## config.mk

```make
export PLATFORM = sky130hd
export DESIGN_NAME = dmc_port_arbiter
export DESIGN_NICKNAME = d
export VERILOG_FILES = /design/src/rtl/dmc_port_arbiter.sv
export SDC_FILE = /design/constraint.sdc
export NUM_CORES = 1
export LEC_CHECK = 0
export CAP_MARGIN = 20
export CELL_PAD_IN_SITES_DETAIL_PLACEMENT = 2
export CELL_PAD_IN_SITES_GLOBAL_PLACEMENT = 2
export CORE_MARGIN = 4
export CORE_UTILIZATION = 18
export CTS_CLUSTER_SIZE = 28
export DETAILED_ROUTE_END_ITERATION = 16
export PLACE_DENSITY_LB_ADDON = 0.1
export SETUP_SLACK_MARGIN = 0.02
export SLEW_MARGIN = 20
export SYNTH_ARGS = -nofsm -noshare
export SYNTH_HDL_FRONTEND = slang
export SYNTH_SLANG_ARGS = --single-unit
```

## constraint.sdc

```tcl
create_clock -name clk_i -period 1.3 [get_ports clk_i]
set_input_delay 0.26 -clock clk_i [delete_from_list [all_inputs] [get_ports clk_i]]
set_output_delay 0.26 -clock clk_i [all_outputs]
set_load 0.01 [all_outputs]
```

## src/rtl/dmc_port_arbiter.sv

```systemverilog
// Two-port round-robin arbiter and sequencer for the CPU side of the direct-mapped cache controller.
// Optional watchdog in WAIT is enabled by defining DMC_ARB_TIMEOUT_EN.
module dmc_port_arbiter #(
    parameter int BLOCK_SIZE     = 4,
    parameter int ADDRESS_SIZE   = 16,
    parameter int TIMEOUT_CYCLES = 64
) (
    input  logic                    clk_i,
    input  logic                    rst_n_i,
    input  logic                    p0_req_valid_i,
    input  logic                    p0_req_write_i,
    input  logic [ADDRESS_SIZE-1:0] p0_req_address_i,
    input  logic [BLOCK_SIZE-1:0]   p0_req_data_i,
    output logic                    p0_req_ready_o,
    output logic                    p0_resp_valid_o,
    input  logic                    p1_req_valid_i,
    input  logic                    p1_req_write_i,
    input  logic [ADDRESS_SIZE-1:0] p1_req_address_i,
    input  logic [BLOCK_SIZE-1:0]   p1_req_data_i,
    output logic                    p1_req_ready_o,
    output logic                    p1_resp_valid_o,
    output logic [BLOCK_SIZE-1:0]   resp_data_o,
    output logic                    resp_err_o,
    output logic                    cache_start_o,
    output logic                    cache_read_o,
    output logic                    cache_write_o,
    output logic [ADDRESS_SIZE-1:0] cache_address_o,
    output logic [BLOCK_SIZE-1:0]   cache_data_o,
    input  logic                    cache_ready_i,
    input  logic [BLOCK_SIZE-1:0]   cache_data_i,
    output logic                    busy_o
);

    typedef enum logic [2:0] {
        ST_IDLE  = 3'd0,
        ST_ISSUE = 3'd1,
        ST_BLANK = 3'd2,
        ST_WAIT  = 3'd3,
        ST_RESP  = 3'd4
    } state_t;

    state_t                  state_r;
    state_t                  state_s;
    logic                    rr_last_r;
    logic                    gnt_port_r;
    logic                    wr_r;
    logic [ADDRESS_SIZE-1:0] addr_r;
    logic [BLOCK_SIZE-1:0]   data_r;
    logic [BLOCK_SIZE-1:0]   resp_data_r;
    logic                    grant_s;
    logic                    grant_port_s;
    logic                    done_ok_s;
    logic                    timeout_hit_s;

    // Round-robin grant decision, only meaningful while idle
    always_comb begin
        grant_s      = 1'b0;
        grant_port_s = 1'b0;
        if (state_r == ST_IDLE) begin
            case ({p1_req_valid_i, p0_req_valid_i})
                2'b01: begin
                    grant_s      = 1'b1;
                    grant_port_s = 1'b0;
                end
                2'b10: begin
                    grant_s      = 1'b1;
                    grant_port_s = 1'b1;
                end
                2'b11: begin
                    grant_s      = 1'b1;
                    grant_port_s = ~rr_last_r;
                end
                default: begin
                    grant_s      = 1'b0;
                    grant_port_s = 1'b0;
                end
            endcase
        end else begin
            grant_s      = 1'b0;
            grant_port_s = 1'b0;
        end
    end

    // Ready in BLANK is ignored because it may be left over from the previous transaction
    assign done_ok_s = (state_r == ST_WAIT) && cache_ready_i;

    // Next-state logic
    always_comb begin
        state_s = state_r;
        case (state_r)
            ST_IDLE: begin
                if (grant_s) begin
                    state_s = ST_ISSUE;
                end else begin
                    state_s = ST_IDLE;
                end
            end
            ST_ISSUE: state_s = ST_BLANK;
            ST_BLANK: state_s = ST_WAIT;
            ST_WAIT: begin
                if (done_ok_s || timeout_hit_s) begin
                    state_s = ST_RESP;
                end else begin
                    state_s = ST_WAIT;
                end
            end
            ST_RESP: state_s = ST_IDLE;
            default: state_s = ST_IDLE;
        endcase
    end

    // State register
    always_ff @(posedge clk_i or negedge rst_n_i) begin
        if (!rst_n_i) begin
            state_r <= ST_IDLE;
        end else begin
            state_r <= state_s;
        end
    end

    // Request latch and round-robin history; rr_last starts at 1 so port 0 wins first
    always_ff @(posedge clk_i or negedge rst_n_i) begin
        if (!rst_n_i) begin
            rr_last_r  <= 1'b1;
            gnt_port_r <= 1'b0;
            wr_r       <= 1'b0;
            addr_r     <= {ADDRESS_SIZE{1'b0}};
            data_r     <= {BLOCK_SIZE{1'b0}};
        end else if (grant_s) begin
            rr_last_r  <= grant_port_s;
            gnt_port_r <= grant_port_s;
            wr_r       <= grant_port_s ? p1_req_write_i   : p0_req_write_i;
            addr_r     <= grant_port_s ? p1_req_address_i : p0_req_address_i;
            data_r     <= grant_port_s ? p1_req_data_i    : p0_req_data_i;
        end
    end

    // Response data capture, held until the next completion
    always_ff @(posedge clk_i or negedge rst_n_i) begin
        if (!rst_n_i) begin
            resp_data_r <= {BLOCK_SIZE{1'b0}};
        end else if (done_ok_s) begin
            resp_data_r <= wr_r ? {BLOCK_SIZE{1'b0}} : cache_data_i;
        end else if (timeout_hit_s) begin
            resp_data_r <= {BLOCK_SIZE{1'b0}};
        end
    end

`ifdef DMC_ARB_TIMEOUT_EN
    localparam int CNT_W = $clog2(TIMEOUT_CYCLES) + 1;

    logic [CNT_W-1:0] to_cnt_r;
    logic             resp_err_r;

    // A ready arriving in the final watchdog cycle still completes normally
    assign timeout_hit_s = (state_r == ST_WAIT) && !cache_ready_i &&
                           (to_cnt_r == CNT_W'(TIMEOUT_CYCLES - 1));

    // Watchdog counter, cleared in BLANK so it starts at zero on WAIT entry
    always_ff @(posedge clk_i or negedge rst_n_i) begin
        if (!rst_n_i) begin
            to_cnt_r <= {CNT_W{1'b0}};
        end else if (state_r == ST_BLANK) begin
            to_cnt_r <= {CNT_W{1'b0}};
        end else if ((state_r == ST_WAIT) && !cache_ready_i) begin
            to_cnt_r <= to_cnt_r + {{(CNT_W-1){1'b0}}, 1'b1};
        end
    end

    // Error flag captured alongside the response data
    always_ff @(posedge clk_i or negedge rst_n_i) begin
        if (!rst_n_i) begin
            resp_err_r <= 1'b0;
        end else if (done_ok_s) begin
            resp_err_r <= 1'b0;
        end else if (timeout_hit_s) begin
            resp_err_r <= 1'b1;
        end
    end

    assign resp_err_o = resp_err_r;
`else
    assign timeout_hit_s = 1'b0;
    assign resp_err_o    = 1'b0;
`endif

    assign p0_req_ready_o  = grant_s & ~grant_port_s;
    assign p1_req_ready_o  = grant_s &  grant_port_s;
    assign p0_resp_valid_o = (state_r == ST_RESP) & ~gnt_port_r;
    assign p1_resp_valid_o = (state_r == ST_RESP) &  gnt_port_r;
    assign resp_data_o     = resp_data_r;
    assign cache_start_o   = (state_r == ST_ISSUE);
    assign cache_read_o    = (state_r == ST_ISSUE) & ~wr_r;
    assign cache_write_o   = (state_r == ST_ISSUE) &  wr_r;
    assign cache_address_o = addr_r;
    assign cache_data_o    = data_r;
    assign busy_o          = (state_r != ST_IDLE);

endmodule
```

==> results of run 1 <==
per-layer routing:
layer  wire length [um]  global-route usage [%]  vias up
met4                 12                    2.59        0
met1               2600                    16.4      801
met2               3280                    24.3       47
met5                  0                       0        -
li1                   -                       -      726
met3                270                    3.39        2
cell type report:
cell class / instances / area, um2
Clock inverter: 1 / 5.00
Fill cell: 864 / 4990
Clock buffer: 7 / 86.3
Timing Repair Buffer: 115 / 1070
Sequential cell: 30 / 754
Inverter: 2 / 7.51
Multi-Input combinational cell: 96 / 638
Tap cell: 102 / 128
cells in the mapped netlist (3+ instances only):
master	count
dfrtp_1	29
nand2_1	27
a221o_1	21
nor3_1	21
nand2b_1	5
o21ai_0	5
buf_2	4
clkbuf_1	4
buf_6	3
nor2_1	3
what timing repair did:
action	CTS	global route
setup endpoints to repair	56	32
resized for setup	73	14
gates cloned	0	1
hold buffers	1	0
setup buffers	5	3
pin swaps	3	5
endpoints found under the hold margin	7	0
critical path: cells and delay by family, from the launching register on:
| kind | cells | cell delay (ns) |
|---|---|---|
| flip-flops | 1 | 0.42 |
| buffers and inverters | 2 | 0.25 |
| AND/OR/NAND/NOR | 3 | 0.44 |
stage by stage:
| stage | std cells | setup TNS, ns | worst slack [ns] |
|---|---|---|---|
| finish | 353 | -9.10 | -0.360 |
| global route | 353 | -10.74 | -0.429 |
| CTS | 350 | -8.10 | -0.379 |
| detailed placement | 336 | -15.32 | -0.688 |
| global placement | 336 | -14.28 | -0.672 |
| floorplan | 140 | -1.21 | -0.0707 |
cells by family after synthesis:
kind of cell	Yosys count	share of synthesized area, %
flip-flops	30	53.1
other	1	0.265
buffers and inverters	14	5.92
AND/OR/NAND/NOR	65	22.1
AO/OA/AOI/OAI	30	18.6
sequential cells by signal (all words and copies together), names as in the netlist:
signal and flops:
resp_data_o 4, cache_data_o 4, gnt_port_r 1, rr_last_r 1, state_r 3, wr_r 1
cache_address_o 16
how the worst max path moves through the flow:
| stage | from | to | slack, ns | cells after the start |
|---|---|---|---|---|
| floorplan | rr_last_r | cache_address_o[4] | -0.07 | 5 |
| global placement | p0_req_valid_i | p0_req_ready_o | -0.67 | 5 |
| detailed placement | p0_req_valid_i | p0_req_ready_o | -0.69 | 5 |
| CTS | state_r[1] | cache_read_o | -0.38 | 4 |
| global route | state_r[2] | p0_req_ready_o | -0.43 | 5 |
| finish | state_r[2] | p0_req_ready_o | -0.36 | 5 |
power breakdown:
part / internal (mW) / switching, mW / total (mW)
clock network: 0.427 / 0.360 / 0.787
logic: 1.56 / 1.27 / 2.83
registers: 1.38 / 0.297 / 1.68
==> impl_metrics.ini, run 1 <==
[worst_setup_path]
crit_required_ns = 1.04
worstSetupStartpointType = flip-flop
critPathMaxStageDelay_ns = 0.42
critPathSlowestCell = dfrtp_2
r2r_end = cache_address_o[11]
cp-end-kind = output pin
path_cells = nor3_4, buf_4, and3_4, nor2_4, buf_6
rrSetupSlack_ns = -0.34
path_class = reg2out
reg2reg_from = state_r[1]
arrival_ns = 1.40
cp_max_fo = 3
ff2ff_path_depth = 7

[power]
vdd_drop_max_uv = 530
p_leak_nw = 1.23
total_power_mw = 5.29
power_density_nw_per_um2 = 1960

[yosys]
ys.flop_type = dfrtp_1
synth-edff-count = 0
synthArstFlopShare_pct = 100
synth_cell_types = 23
syn_inst = 140
yosysWarnings = 0
syn_area_um2 = 1420
synth_fp_nets = 191
synth-seq-cells = 30
synth_top_cells_by_area = dfrtp_1, a221o_1, nor3_1
yosys.area.top_type_share_pct = 51.3
synth.avg_cell_area_um2 = 10.1
synth_top_cell_by_area = dfrtp_1
ys_seq_area_share_pct = 53.1

[sta]
fin_ws_ns = -0.360
clock_skew_ns = 0.00376
rsz0062_at_grt = yes
period_share_pct = 128
timing_hold_violations_final = 0
period_needed_ns = 1.66
finalSetupViolations = 31
fmax_mhz = 602
drv_slew = 0
hold_ws_ns = 0.385

[clock_tree]
cts_buffers = 5
root_buffer = clkbuf_8
cts.sinks = 30
cts_max_path_buffers = 2
clk_pin_slew_ns = 0.07
cts_tree = built
cts_max_level = 2
clk_latency_ns = 0.28

[route]
first_iter_violations = 25
routed_wl_um = 6160
routed_via_density = 4.46
vias = 1576
first_pass_iters = 4
wl_per_cell_um = 17.5
drc_errors = 0
detail-route-antenna-nets = 0

[die]
die_w_um = 96.7
start_util_pct = 18.4
die_area_um2 = 9340
io_pins = 84
core_area_um2 = 7690
die_h_um = 96.7
rows = 32

[global_route]
grt_max_degree = 25
grt_pass1_vias = 1882
track_usage_pct = 13.5
antenna_found_initial = 0
grt_overflow = 0
grt_pass1_wl_um = 10200

[cells_and_area]
drive_above_1_share_pct = 23.9
synthToLayoutAreaGrowth_pct = 90.4
fin_util_pct = 35.0
most-common-layout-cells = clkdlybuf4s50_1, nand2_1, dfrtp_1
final_common_cell = clkdlybuf4s50_1
antenna_cells = 0
fin_area_um2 = 2690
num-nets-final = 301

[placed_design]
place.gp.congestion = 0.686
dpl.hpwl_um = 4630
io_buffer_count = 82
dpl-instance-area_um2 = 2480

[run]
cap_violations = 0

[run_status]
status = complete, but fails checks
violations = negative setup slack

[hold_path]
hp-class = in2async
Note: power is estimated with default switching activity, not from simulation.
==> run 2, diff against run 1 <==
==> constraint.sdc (replaced) <==
create_clock -name clk_i -period 1.3 [get_ports clk_i]
set_input_delay 0.26 -clock clk_i [delete_from_list [all_inputs] [get_ports clk_i]]
set_output_delay 0.26 -clock clk_i [all_outputs]
set_load 0.005 [all_outputs]
==> impl_metrics.ini, run 2 (synthesis gave the netlist of run 1 again) <==
[run_status]
status = complete, but fails checks
violations = negative setup slack

[route]
drc_errors = 0
routed_via_density = 4.44
first_iter_violations = 34
detail-route-antenna-nets = 0
vias = 1553
met2_length_um = 3320
wl_met3_um = 256
top_layer = met4
wl_met1_um = 2510
routed_wl_um = 6160
first_pass_iters = 4
wl_per_cell_um = 17.6

[worst_setup_path]
path_class = reg2out
arrival_ns = 1.31
crit_required_ns = 1.04
worstSetupStartpointType = flip-flop
cp_max_fo = 3
cp-end-kind = output pin

[cells_and_area]
fin_area_um2 = 2680
synthToLayoutAreaGrowth_pct = 89.6
most-common-layout-cells = clkdlybuf4s50_1, dfrtp_1, nand2_1
drive_above_1_share_pct = 27.4
final_common_cell = clkdlybuf4s50_1
num-nets-final = 298
antenna_cells = 0
fin_util_pct = 34.9
largest_reg_flops = 16
stdcell_count = 350

[power]
p_leak_nw = 1.21
p_sw_mw = 1.77
comb_power_share_pct = 51.7
switching_share_pct = 35.0
power_frac_clock_pct = 15.7
pwr-share-seq_pct = 32.7
intPower_mw = 3.28
total_power_mw = 5.04
vdd_drop_max_uv = 538
power_density_nw_per_um2 = 1880

[sta]
rsz0062_at_grt = yes
hold_ws_ns = 0.344
fmax_mhz = 637
finalSetupViolations = 32
clock_skew_ns = 0.0111
period_share_pct = 121
timing_hold_violations_final = 0
period_needed_ns = 1.57
drv_slew = 0
fin_ws_ns = -0.270
tns_ns = -6.32

[die]
die_w_um = 96.7
rows = 32
die_h_um = 96.7
start_util_pct = 18.4
die_area_um2 = 9340
io_pins = 84
core_area_um2 = 7690

[placed_design]
place.gp.congestion = 0.725
pre_cts_ws_ns = -0.616
io_buffer_count = 82
dpl-instance-area_um2 = 2450
dp.cells = 331
dpl.hpwl_um = 4390

[clock_tree]
cts_max_path_buffers = 2
hold_buffers = 0
cts_max_level = 2
cts_tree = built
clk_pin_slew_ns = 0.07
cts_buffers = 5
root_buffer = clkbuf_8
clk_latency_ns = 0.28
cts.sinks = 30

[hold_path]
hp-class = in2async

[global_route]
antenna_found_initial = 0
grt_overflow = 0
grt_max_degree = 31
track_usage_pct = 13.6
grt_pass1_vias = 1859
grt_pass1_wl_um = 10200

[run]
cap_violations = 0
-- run 2: cell count changes in the layout (fill, tap and decap cells not counted), moves of 2 or more --
cell and delta:
nor3_2 +14, nor3_1 -13, buf_6 -2, clkdlybuf4s50_1 +2, dfrtp_1 +2, dfrtp_2 -2
-- run 2: path summary, 6_finish.rpt --
kind | startpoint | endpoint | slack [ns] | depth (start not counted)
max | state_r[1] | p0_req_ready_o | -0.27 | 4
min | rst_n_i | resp_data_o[1] | 0.34 | 2
max reg2reg | state_r[1] | cache_address_o[0] | -0.22 | 5
max in group asynchronous | rst_n_i | rr_last_r | 0.71 | 2
min reg2reg | resp_data_o[3] | resp_data_o[3] | 0.50 | 2
min in group clk_i | resp_data_o[3] | resp_data_o[3] | 0.50 | 2
-- run 2: timing repair --
action | in CTS | in global routing
gates resized for setup | 68 | 17
pin swaps | 7 | 3
setup endpoints to repair | 56 | 35
setup buffers | 14 | 1
-- run 2: power groups by stage --
stage | Clock, mW | Combinational [mW] | Sequential [mW]
6_report | 0.791 | 2.61 | 1.65
3_3_place_gp | 0 | 2.45 | 1.65
5_1_grt | 0.868 | 2.85 | 1.72
4_1_cts | 0.825 | 2.60 | 1.64
2_1_floorplan | 0 | 0.970 | 1.67
3_5_place_dp | 0 | 2.54 | 1.67
-- run 2: cell type report --
| type | instances | area (um2) |
|---|---|---|
| clock inverter | 1 | 5.00 |
| multi-input combinational | 96 | 683 |
| clock buffer | 7 | 86.3 |
| inverter | 2 | 7.51 |
| fill | 874 | 5000 |
| timing repair buffer | 112 | 1020 |
| tap | 102 | 128 |
| sequential | 30 | 752 |
-- run 2: layer usage --
metal,vias up,track usage (%)
met5,-,0
met4,0,3.56
met3,8,3.46
met2,46,24.9
met1,773,15.6
li1,726,-
-- run 2: worst max-delay path, cell delays in order (launching register included) --
cell,delay [ns]
dfrtp_1,0.42
nor3_2,0.21
and3_4,0.24
nor2_2,0.04
buf_2,0.13
